### src/rtl/usbeps_rx_framer.sv
// USB RX endpoint framer: turns RX RAM burst descriptors into a 16-byte header plus 32-bit payload dwords.
// Optional statistics counters are built only when USBEPS_RX_FRAMER_STAT_EN is defined.
module usbeps_rx_framer #(
  parameter int DATA_BITS         = 3,
  parameter int RX_TIMESTAMP_BITS = 48,
  parameter int RX_RAM_ADDR_WIDTH = 16,
  parameter int RX_SAMPLES_WIDTH  = 15,
  parameter int EP_DWORDS         = 128
) (
  input  logic                                       clk,
  input  logic                                       rst,
  input  logic                                       rxs_burst_valid,
  output logic                                       rxs_burst_ready,
  input  logic [RX_TIMESTAMP_BITS+RX_SAMPLES_WIDTH+(RX_RAM_ADDR_WIDTH-DATA_BITS):0] rxs_burst_data,
  output logic                                       mem_arvalid,
  input  logic                                       mem_arready,
  output logic [RX_RAM_ADDR_WIDTH-DATA_BITS-1:0]     mem_araddr,
  input  logic                                       mem_rvalid,
  input  logic [63:0]                                mem_rdata,
  output logic                                       m_axis_endpoint_rx_valid,
  input  logic                                       m_axis_endpoint_rx_ready,
  output logic [31:0]                                m_axis_endpoint_rx_data,
  output logic [3:0]                                 m_axis_endpoint_rx_keep,
  output logic                                       m_axis_endpoint_rx_last,
  output logic [RX_RAM_ADDR_WIDTH-DATA_BITS-1:0]     rxs_rd_addr,
  output logic [31:0]                                stat
);

  localparam int AW  = RX_RAM_ADDR_WIDTH - DATA_BITS;
  localparam int SW  = RX_SAMPLES_WIDTH;
  localparam int TW  = RX_TIMESTAMP_BITS;
  localparam int RCW = SW + 1;
  localparam int EPW = $clog2(EP_DWORDS);

  typedef enum logic [2:0] {
    ST_IDLE, ST_HDR0, ST_HDR1, ST_HDR2, ST_HDR3, ST_DATA_L, ST_DATA_H
  } state_t;

  logic [AW-1:0] desc_start;
  logic [SW-1:0] desc_samples;
  logic [TW-1:0] desc_ts;
  logic          desc_ovr;
  assign {desc_ovr, desc_ts, desc_samples, desc_start} = rxs_burst_data;

  state_t          state_q, state_d;
  logic            out_valid_q, out_valid_d;
  logic            out_last_q, out_last_d;
  logic [31:0]     out_data_q, out_data_d;
  logic [EPW-1:0]  ep_cnt_q, ep_cnt_d;
  logic [TW-1:0]   ts_q, ts_d;
  logic [SW-1:0]   samples_q, samples_d;
  logic            ovr_q, ovr_d;
  logic [SW-1:0]   sent_cnt_q, sent_cnt_d;
  logic [AW-1:0]   rd_addr_q, rd_addr_d;
  logic [AW-1:0]   ar_addr_q, ar_addr_d;
  logic [RCW-1:0]  req_cnt_q, req_cnt_d;
  logic [1:0]      outst_q, outst_d;
  logic [1:0]      fifo_cnt_q, fifo_cnt_d;
  logic            wr_ptr_q, wr_ptr_d;
  logic            rd_ptr_q, rd_ptr_d;
  logic [63:0]     fifo_mem_q [2];
  logic [63:0]     fifo_mem_d [2];

  logic            desc_hs, out_hs, ar_hs, r_acc, pop, final_hs, last_word;
  logic            load, load_final;
  logic [31:0]     load_val;
  logic [63:0]     head;
  logic [RCW-1:0]  req_total;
  logic [2:0]      occupancy;

  assign rxs_burst_ready = !rst && (state_q == ST_IDLE) && !out_valid_q;
  assign desc_hs         = rxs_burst_valid && rxs_burst_ready;
  assign out_hs          = out_valid_q && m_axis_endpoint_rx_ready;
  assign head            = fifo_mem_q[rd_ptr_q];
  assign last_word       = (sent_cnt_q == samples_q);

  // Read credit: never more words in flight plus buffered than the FIFO holds.
  assign req_total   = {1'b0, samples_q} + RCW'(1);
  assign occupancy   = {1'b0, outst_q} + {1'b0, fifo_cnt_q};
  assign mem_arvalid = !rst && (state_q != ST_IDLE) && (req_cnt_q != req_total) && (occupancy < 3'd2);
  assign mem_araddr  = ar_addr_q;
  assign ar_hs       = mem_arvalid && mem_arready;
  assign r_acc       = mem_rvalid && (outst_q != 2'd0);

  assign m_axis_endpoint_rx_valid = out_valid_q;
  assign m_axis_endpoint_rx_data  = out_data_q;
  assign m_axis_endpoint_rx_keep  = 4'hF;
  assign m_axis_endpoint_rx_last  = out_last_q;
  assign rxs_rd_addr              = rd_addr_q;

  always_comb begin
    state_d     = state_q;
    out_valid_d = out_valid_q;
    out_last_d  = out_last_q;
    out_data_d  = out_data_q;
    ep_cnt_d    = ep_cnt_q;
    ts_d        = ts_q;
    samples_d   = samples_q;
    ovr_d       = ovr_q;
    sent_cnt_d  = sent_cnt_q;
    rd_addr_d   = rd_addr_q;
    rd_ptr_d    = rd_ptr_q;
    pop         = 1'b0;
    final_hs    = 1'b0;
    load        = 1'b0;
    load_final  = 1'b0;
    load_val    = '0;

    if (out_hs) begin
      out_valid_d = 1'b0;
      out_last_d  = 1'b0;
      ep_cnt_d    = out_last_q ? '0 : ep_cnt_q + EPW'(1);
    end

    unique case (state_q)
      ST_IDLE: begin
        if (desc_hs) begin
          ts_d       = desc_ts;
          samples_d  = desc_samples;
          ovr_d      = desc_ovr;
          sent_cnt_d = '0;
          rd_addr_d  = desc_start;
          ep_cnt_d   = '0;
          load       = 1'b1;
          load_val   = desc_ts[31:0];
          state_d    = ST_HDR0;
        end
      end
      ST_HDR0: begin
        if (out_hs) begin
          load     = 1'b1;
          load_val = {ovr_q, samples_q, ts_q[TW-1:32]};
          state_d  = ST_HDR1;
        end
      end
      ST_HDR1: begin
        if (out_hs) begin
          load    = 1'b1;
          state_d = ST_HDR2;
        end
      end
      ST_HDR2: begin
        if (out_hs) begin
          load    = 1'b1;
          state_d = ST_HDR3;
        end
      end
      ST_HDR3: begin
        if (out_hs) begin
          state_d = ST_DATA_L;
          if (fifo_cnt_q != 2'd0) begin
            load     = 1'b1;
            load_val = head[31:0];
          end
        end
      end
      ST_DATA_L: begin
        if (out_hs) begin
          load       = 1'b1;
          load_val   = head[63:32];
          load_final = last_word;
          state_d    = ST_DATA_H;
        end else if (!out_valid_q && (fifo_cnt_q != 2'd0)) begin
          load     = 1'b1;
          load_val = head[31:0];
        end
      end
      ST_DATA_H: begin
        if (out_hs) begin
          pop        = 1'b1;
          rd_ptr_d   = ~rd_ptr_q;
          rd_addr_d  = rd_addr_q + AW'(1);
          sent_cnt_d = sent_cnt_q + SW'(1);
          if (last_word) begin
            final_hs = 1'b1;
            state_d  = ST_IDLE;
          end else begin
            state_d = ST_DATA_L;
            // The word behind the one just popped can go out without a bubble.
            if (fifo_cnt_q == 2'd2) begin
              load     = 1'b1;
              load_val = fifo_mem_q[~rd_ptr_q][31:0];
            end
          end
        end
      end
      default: state_d = ST_IDLE;
    endcase

    if (load) begin
      out_valid_d = 1'b1;
      out_data_d  = load_val;
      out_last_d  = load_final || (ep_cnt_d == EPW'(EP_DWORDS - 1));
    end
  end

  always_comb begin
    ar_addr_d  = ar_addr_q;
    req_cnt_d  = req_cnt_q;
    wr_ptr_d   = wr_ptr_q;
    fifo_mem_d = fifo_mem_q;
    if (desc_hs) begin
      ar_addr_d = desc_start;
      req_cnt_d = '0;
    end else if (ar_hs) begin
      ar_addr_d = ar_addr_q + AW'(1);
      req_cnt_d = req_cnt_q + RCW'(1);
    end
    if (r_acc) begin
      fifo_mem_d[wr_ptr_q] = mem_rdata;
      wr_ptr_d             = ~wr_ptr_q;
    end
    outst_d    = outst_q + {1'b0, ar_hs} - {1'b0, r_acc};
    fifo_cnt_d = fifo_cnt_q + {1'b0, r_acc} - {1'b0, pop};
  end

  always_ff @(posedge clk) begin
    if (rst) begin
      state_q     <= ST_IDLE;
      out_valid_q <= 1'b0;
      out_last_q  <= 1'b0;
      ep_cnt_q    <= '0;
      outst_q     <= '0;
      fifo_cnt_q  <= '0;
      wr_ptr_q    <= 1'b0;
      rd_ptr_q    <= 1'b0;
      rd_addr_q   <= '0;
    end else begin
      state_q     <= state_d;
      out_valid_q <= out_valid_d;
      out_last_q  <= out_last_d;
      ep_cnt_q    <= ep_cnt_d;
      outst_q     <= outst_d;
      fifo_cnt_q  <= fifo_cnt_d;
      wr_ptr_q    <= wr_ptr_d;
      rd_ptr_q    <= rd_ptr_d;
      rd_addr_q   <= rd_addr_d;
    end
  end

  // Datapath registers carry no reset; they are always loaded before use.
  always_ff @(posedge clk) begin
    out_data_q <= out_data_d;
    ts_q       <= ts_d;
    samples_q  <= samples_d;
    ovr_q      <= ovr_d;
    sent_cnt_q <= sent_cnt_d;
    ar_addr_q  <= ar_addr_d;
    req_cnt_q  <= req_cnt_d;
    fifo_mem_q <= fifo_mem_d;
  end

`ifdef USBEPS_RX_FRAMER_STAT_EN
  logic [15:0] pkt_cnt_q, pkt_cnt_d;
  logic [14:0] ovr_cnt_q, ovr_cnt_d;

  always_comb begin
    pkt_cnt_d = pkt_cnt_q;
    ovr_cnt_d = ovr_cnt_q;
    if (final_hs) begin
      pkt_cnt_d = pkt_cnt_q + 16'd1;
      if (ovr_q) ovr_cnt_d = ovr_cnt_q + 15'd1;
    end
  end

  always_ff @(posedge clk) begin
    if (rst) begin
      pkt_cnt_q <= '0;
      ovr_cnt_q <= '0;
    end else begin
      pkt_cnt_q <= pkt_cnt_d;
      ovr_cnt_q <= ovr_cnt_d;
    end
  end

  assign stat = {(state_q != ST_IDLE), ovr_cnt_q, pkt_cnt_q};
`else
  logic unused_stat;
  assign unused_stat = final_hs;
  assign stat        = 32'd0;
`endif

endmodule
### config.mk
export PLATFORM = sky130hd
export DESIGN_NAME = usbeps_rx_framer
export DESIGN_NICKNAME = d
export VERILOG_FILES = /design/src/rtl/usbeps_rx_framer.sv
export SDC_FILE = /design/constraint.sdc
export NUM_CORES = 1
export LEC_CHECK = 0
export CAP_MARGIN = 15
export CORE_ASPECT_RATIO = 1.1
export CORE_MARGIN = 8
export CORE_UTILIZATION = 53
export CTS_BUF_LIST = sky130_fd_sc_hd__clkbuf_16
export CTS_CLUSTER_DIAMETER = 40
export DETAILED_ROUTE_END_ITERATION = 10
export GPL_ROUTABILITY_DRIVEN = 0
export PLACE_DENSITY_LB_ADDON = 0.08
export SLEW_MARGIN = 0
export SYNTH_ARGS = -nofsm -noshare
export SYNTH_HDL_FRONTEND = slang
export SYNTH_SLANG_ARGS = --single-unit
### constraint.sdc
create_clock -name clk -period 5.25 [get_ports clk]
set_input_delay 1.575 -clock clk [delete_from_list [all_inputs] [get_ports clk]]
set_output_delay 1.575 -clock clk [all_outputs]
set_load 0.05 [all_outputs]
== Yosys cells after proc, flatten, opt, wreduce, memory -nomap -nowiden ==
Cells that the tools add are included.

* Register bits: 299
* Output and inout bits: 98

* Add/subtract/negate cells: 11
* Magnitude comparators: 5
* Equality and inequality tests: 17
* Mux-type cells: 56
* Bitwise operators: 5
* Reduce and logical (&&, ||, !) cells: 26

{| class="wikitable"
|+ Operators by type and width
! operator !! number
|-
| two-way mux 32 bit || 12
|-
| two-way mux 64 bit || 4
|-
| case mux 32 bit (5 select lines) || 1
|-
| bitwise mux 128 bit || 1
|-
| demux 64 bit (select 1 bit) || 1
|-
| two-way mux 13 bit || 4
|-
| two-way mux 15 bit || 2
|-
| case mux 15 bit (2 select lines) || 1
|-
| two-way mux 7 bit || 4
|-
| adder 13 x 1 -> 13 bit (second input constant) || 2
|-
| case mux 13 bit (2 select lines) || 1
|-
| two-way mux 3 bit || 8
|-
| case mux 3 bit (7 select lines) || 1
|-
| adder 15 x 1 -> 16 bit (second input constant) || 1
|-
| adder 16 x 1 -> 16 bit (second input constant) || 1
|-
| != test 16 bit || 1
|-
| adder 15 x 1 -> 15 bit (second input constant) || 1
|-
| == test 15 bit || 1
|-
| two-way mux 1 bit || 15
|-
| != test 2 bit (second input constant) || 7
|-
| logical AND 1 bit || 11
|-
| nonzero test 2 bit || 5
|-
| == test 3 bit (second input constant) || 3
|-
| adder 7 x 1 -> 7 bit (second input constant) || 1
|-
| other kinds (21) || 31
|}

== Longest topological paths before layout ==
* Word-level depth: 9
* Gate-level depth with buffers: 17

== Worst setup path before layout ==
No wires, ideal clock.

* Path kind: input to register
* Start: input port rst
* End: register ovr_q, enable pin
* Library setup time: 0.409 ns
* Data arrival time: 4.522 ns
* Required time: 4.841 ns
* Setup slack: 0.319 ns
* Stages on the path: 6
* Buffers on the path: 3
* Cells stage by stage: clkbuf_1 > nor4_2 > nand2_1 > inv_2 > buf_2 > buf_1

* Longest elaborated chain between the ends: 5

{| class="wikitable"
|+ RTL lines
! what !! RTL line !! text
|-
| start, declared || 11 || <nowiki>input logic rst,</nowiki>
|-
| logical NOT 1 bit || 71 || <nowiki>assign rxs_burst_ready = !rst && (state_q == ST_IDLE) && !out_valid_q;</nowiki>
|-
| logical AND 1 bit (2 in a row) || 71 ||
|-
| net rxs_burst_ready || 13 || <nowiki>output logic rxs_burst_ready,</nowiki>
|-
| logical AND 1 bit || 72 || <nowiki>assign desc_hs = rxs_burst_valid && rxs_burst_ready;</nowiki>
|-
| AND reduction 2 bit (no line) || n/a ||
|-
| end signal, assigned || 246 || <nowiki>ovr_q <= ovr_d;</nowiki>
|-
| end, declared || 52 || <nowiki>logic ovr_q, ovr_d;</nowiki>
|}

The timed path passes the listed nets, and every way through them passes these cells.
A chain may end at the register's enable or synchronous reset.

== Final worst setup path ==
* Start: register samples_q[1]
* End: output port mem_arvalid

* Longest elaborated chain between the ends: 4

{| class="wikitable"
|+ RTL lines
! what !! RTL line !! text
|-
| start, declared || 51 || <nowiki>logic [SW-1:0] samples_q, samples_d;</nowiki>
|-
| start signal, assigned || 245 || <nowiki>samples_q <= samples_d;</nowiki>
|-
| adder 15 x 1 -> 16 bit || 78 || <nowiki>assign req_total = {1'b0, samples_q} + RCW'(1);</nowiki>
|-
| != test 16 bit || 80 || <nowiki>assign mem_arvalid = !rst && (state_q != ST_IDLE) && (req_cnt_q != req_total) && (occupancy < 3'd2);</nowiki>
|-
| logical AND 1 bit (2 in a row) || 80 ||
|-
| end, declared || 15 || <nowiki>output logic mem_arvalid,</nowiki>
|}

Every way passes these cells.

==> summary.md <==
| Metric | Value |
|---|---|
| Largest family of logic cells by synthesized area | compound AO/OA/AOI/OAI gates |
| Total CTS buffers | 38 |
| Post-Route WL | 34.0 mm |
| CP Buf/Inv Count | 1 |
| Post-synthesis cell area | 13400 um2 |
| Drc violations | 0 |
| Mux contribution to synthesized area | 0.0517 |
| Port Buffer Count | 208 |
| Peak supply drop | 0.000243 V |
| Switching part of the total | 0.263 |
| Largest net degree at the start of global routing | 130 |
| CTS Sinks | 267 |
| Initial Utilization | 0.534 |
| Die width | 167 um |
| Setup Viol. Count Final | 0 |
| Hold_ws | 0.498 ns |
| Status | complete, no violations |
| Initial antenna violation count | 6 |
| Yosys warning count | 0 |
| Setup crit start | samples_q[1]$_DFFE_PP_ |
| Setup crit end | mem_arvalid |
| Slowest CP cell | edfxtp_1 |
| CP top delay family | simple AND/OR/NAND/NOR gates |
| Die Ht | 183 um |
| Tot GR Track Use | 0.215 |
| Unrepaired setup endpoints after global routing | false |
| Reg-to-reg critical path endpoint | mem_araddr[6]$_DFFE_PP_ |
| Synth Area in Adders | 0.0109 |
| Routed len/inst | 20.8 um |
| Synth unique cells | 65 |
| Dpl hpwl | 22.1 mm |
| Max-Slew Margin vs Limit | 0.292 |
| Net Sw Power | 1.62 mW |
| Skew final | 0.0282 ns |
| Final instance area | 16800 um2 |
| Slew @ Worst Pin | 1.06 ns |
| Total die area | 30500 um2 |
| Clock buffer depth | 3 |
| Cell count after synthesis | 1110 |
| H-tree levels | 2 |
| Max Transition Viols Final | 0 |
| Clock root buffer | clkbuf_16 |
| ANT nets after route | 0 |
| Fillers | 1890 |
| Clock latency on the worst-skew pair | 0.52 ns |
| Setup TNS | 0 ns |
| Post-synth top flop | edfxtp_1 |
| Startpoint Class | register |
| Drt pass-1 iters | 5 |
| Share of cells above drive strength 1 | 0.0920 |
| TritonCTS clock tree | done |
| R2R cell count | 8 |
| Pwr/cell area | 367 nW/um2 |
| First-pass GRT wire length | 52.8 mm |
| Req. time, crit path | 3.68 ns |
| Fin crit share | 0.889 |
| Critical-path cell list | ha_1 -> nand4_1 -> or3_1 -> a2111oi_0 -> and4_1 -> nor2_1 -> buf_12 |
| CTS Hold Bufs | 0 |
| Clk pwr share | 0.415 |
| DRT iter0 DRCs | 706 |
| Mapped Avg Cell Area | 12.0 um2 |
| Area growth from synthesis to layout | 25.6% |
| Max stage delay on crit path | 0.59 ns |
| Fraction of registers with async set/reset | 0 |
| Setup CP Type | reg2out |
| Fin crit period | 4.67 ns |
| CTS clk-pin slew, worst paths | 0.05 ns |
| Seq pwr share | 0.439 |
| FF+latch count, synth | 267 |
| Post CTS Setup Buffer Count | 0 |
| Layout Cells excl Fill | 1633 |
| DR vias/cell | 5.95 |
| CTS resizes | 0 |
| Reg-to-Reg Start | samples_q[1]$_DFFE_PP_ |
| Vias | 9715 |
| F_max | 0.214 GHz |
| WP depth | 7 |
| Critical Path AT | 3.09 ns |
| Worst hold path class | reg2reg |
| Compound-Gate Fraction of Synth Area | 0.176 |
| Post-synth EDFFs | 220 |
| Max_cap viols | 0 |
| Leak Pwr | 5.54 nW |
| Total power | 6.16 mW |
| Post-DP Area | 15500 um2 |
| XOR/XNOR Fraction of Synth Area | 0.0425 |
| Power Internal | 4.54 mW |
| Fin. Hold Viols | 0 |
| Flop2flop setup slack | 1.78 ns |
| Synth Area in Simple Gates | 0.0977 |
| Combinational fraction of design power | 0.147 |
| Gr ovfl total | 0 |
| Sequential share of the synthesized area | 0.565 |
| Final net count | 1444 |
| # placed instances | 1561 |
| Area of the core | 25000 um2 |
| Vias in the first global route | 9695 |
| # rows | 61 |
| CP Capture Type | output port |
| I/O pins | 245 |
| Largest fanout on the critical path | 8 |
## routing by layer
metal	GRT usage	part of all wire	up-vias
li1	-	-	4619
met5	0	0.0011	-
met2	0.368	0.50	308
met4	0.0840	0.029	6
met3	0.0553	0.068	70
met1	0.256	0.40	4712
## synthesized netlist by cell type, types with 34 or more instances
| master | instances | area (um2) |
|---|---|---|
| edfxtp_1 | 220 | 6610 |
| xor2_1 | 42 | 368 |
| dfxtp_1 | 47 | 941 |
| buf_4 | 38 | 285 |
| nand2_1 | 71 | 267 |
| o21ai_0 | 39 | 195 |
| a21oi_1 | 66 | 330 |
| clkbuf_1 | 42 | 158 |
| o22ai_1 | 38 | 238 |
| a22oi_1 | 34 | 255 |
| nor2_1 | 54 | 203 |
| mux2i_1 | 69 | 691 |
## power groups by stage
stage	Sequential [mW]	Clock [mW]	Combinational [mW]
floorplan	2.83	0	0.471
global placement	2.73	0	0.895
detailed placement	2.74	0	0.904
CTS	2.70	2.60	0.911
global route	2.72	2.69	0.976
finish	2.70	2.55	0.903
## layout make-up
type,instances,area [um2],share of cell area
Clock buffer,39,976,0.0582
Multi-Input combinational cell,744,5240,0.312
Tap cell,315,394,0.0235
Inverter,11,42.5,0.00254
Clock inverter,30,307,0.0183
Antenna cell,3,7.51,0.000447
Timing Repair Buffer,224,2260,0.135
Sequential cell,267,7550,0.450
## cells in the final DEF (no fill, tap or decap), types with 6 or more instances in the layout
cell,Yosys,routed
a21oi_1,66,66
nand4_1,24,24
o21ai_1,7,8
edfxtp_1,220,220
nand2_1,71,70
clkinv_1,0,6
a221oi_2,29,29
nor3_1,11,10
o21ai_0,39,38
buf_4,38,13
or3_1,15,15
mux2i_1,69,69
nand3_1,21,21
clkdlybuf4s50_1,0,206
xnor2_1,21,21
a22oi_1,34,34
and3_1,15,14
inv_1,9,16
bufinv_16,0,6
clkbuf_16,0,39
xor2_1,42,42
nor2_1,54,50
conb_1,2,36
nor2b_1,7,7
a221o_1,32,32
a211oi_1,6,6
o22ai_1,38,38
ha_1,10,10
a22o_1,33,33
dfxtp_1,47,46
## worst min-delay path by stage
stage	startpoint	end	slack (ns)	cells after the start
4_1_cts	ep_cnt_q[6]$_SDFF_PP0_	ep_cnt_q[6]$_SDFF_PP0_	0.50	2
6_report	ep_cnt_q[6]$_SDFF_PP0_	ep_cnt_q[6]$_SDFF_PP0_	0.50	2
3_3_place_gp	ep_cnt_q[6]$_SDFF_PP0_	ep_cnt_q[6]$_SDFF_PP0_	0.48	2
5_1_grt	ep_cnt_q[6]$_SDFF_PP0_	ep_cnt_q[6]$_SDFF_PP0_	0.54	2
3_5_place_dp	ep_cnt_q[6]$_SDFF_PP0_	ep_cnt_q[6]$_SDFF_PP0_	0.49	2
2_1_floorplan	ep_cnt_q[6]$_SDFF_PP0_	ep_cnt_q[6]$_SDFF_PP0_	0.46	2
## through the flow
step	setup WS [ns]	utilization
after detailed placement	0.684	0.619
after floorplan	0.319	-
final	0.580	0.670
after global routing	0.454	0.670
after global placement	0.688	0.619
after CTS	0.558	0.670
## kinds of logic after synthesis
logic type,Yosys count
flip-flops,267
buffers and inverters,133
other,2
adder cells (fa/ha/maj),11
XOR/XNOR,64
AO/OA/AOI/OAI,308
multiplexers,69
AND/OR/NAND/NOR,256
## state kept, by name (all words and copies together) (netlist names)
register                  cells
samples_q                    15
outst_q                       2
m_axis_endpoint_rx_last       1
ovr_q                         1
state_q                       3
m_axis_endpoint_rx_data      32
mem_araddr                   13
fifo_cnt_q                    2
wr_ptr_q                      1
ep_cnt_q                      7
sent_cnt_q                   15
fifo_mem_q                  128
rxs_rd_addr                  13
rd_ptr_q                      1
m_axis_endpoint_rx_valid      1
req_cnt_q                    16
ts_q                         16
## tightest hold or removal path, cell delays in order, from the launching register on
cell and delay [ns]:
dfxtp_1 0.31, o21ai_0 0.08, a21oi_1 0.06
No activity file was read; power rests on OpenSTA's default activity.
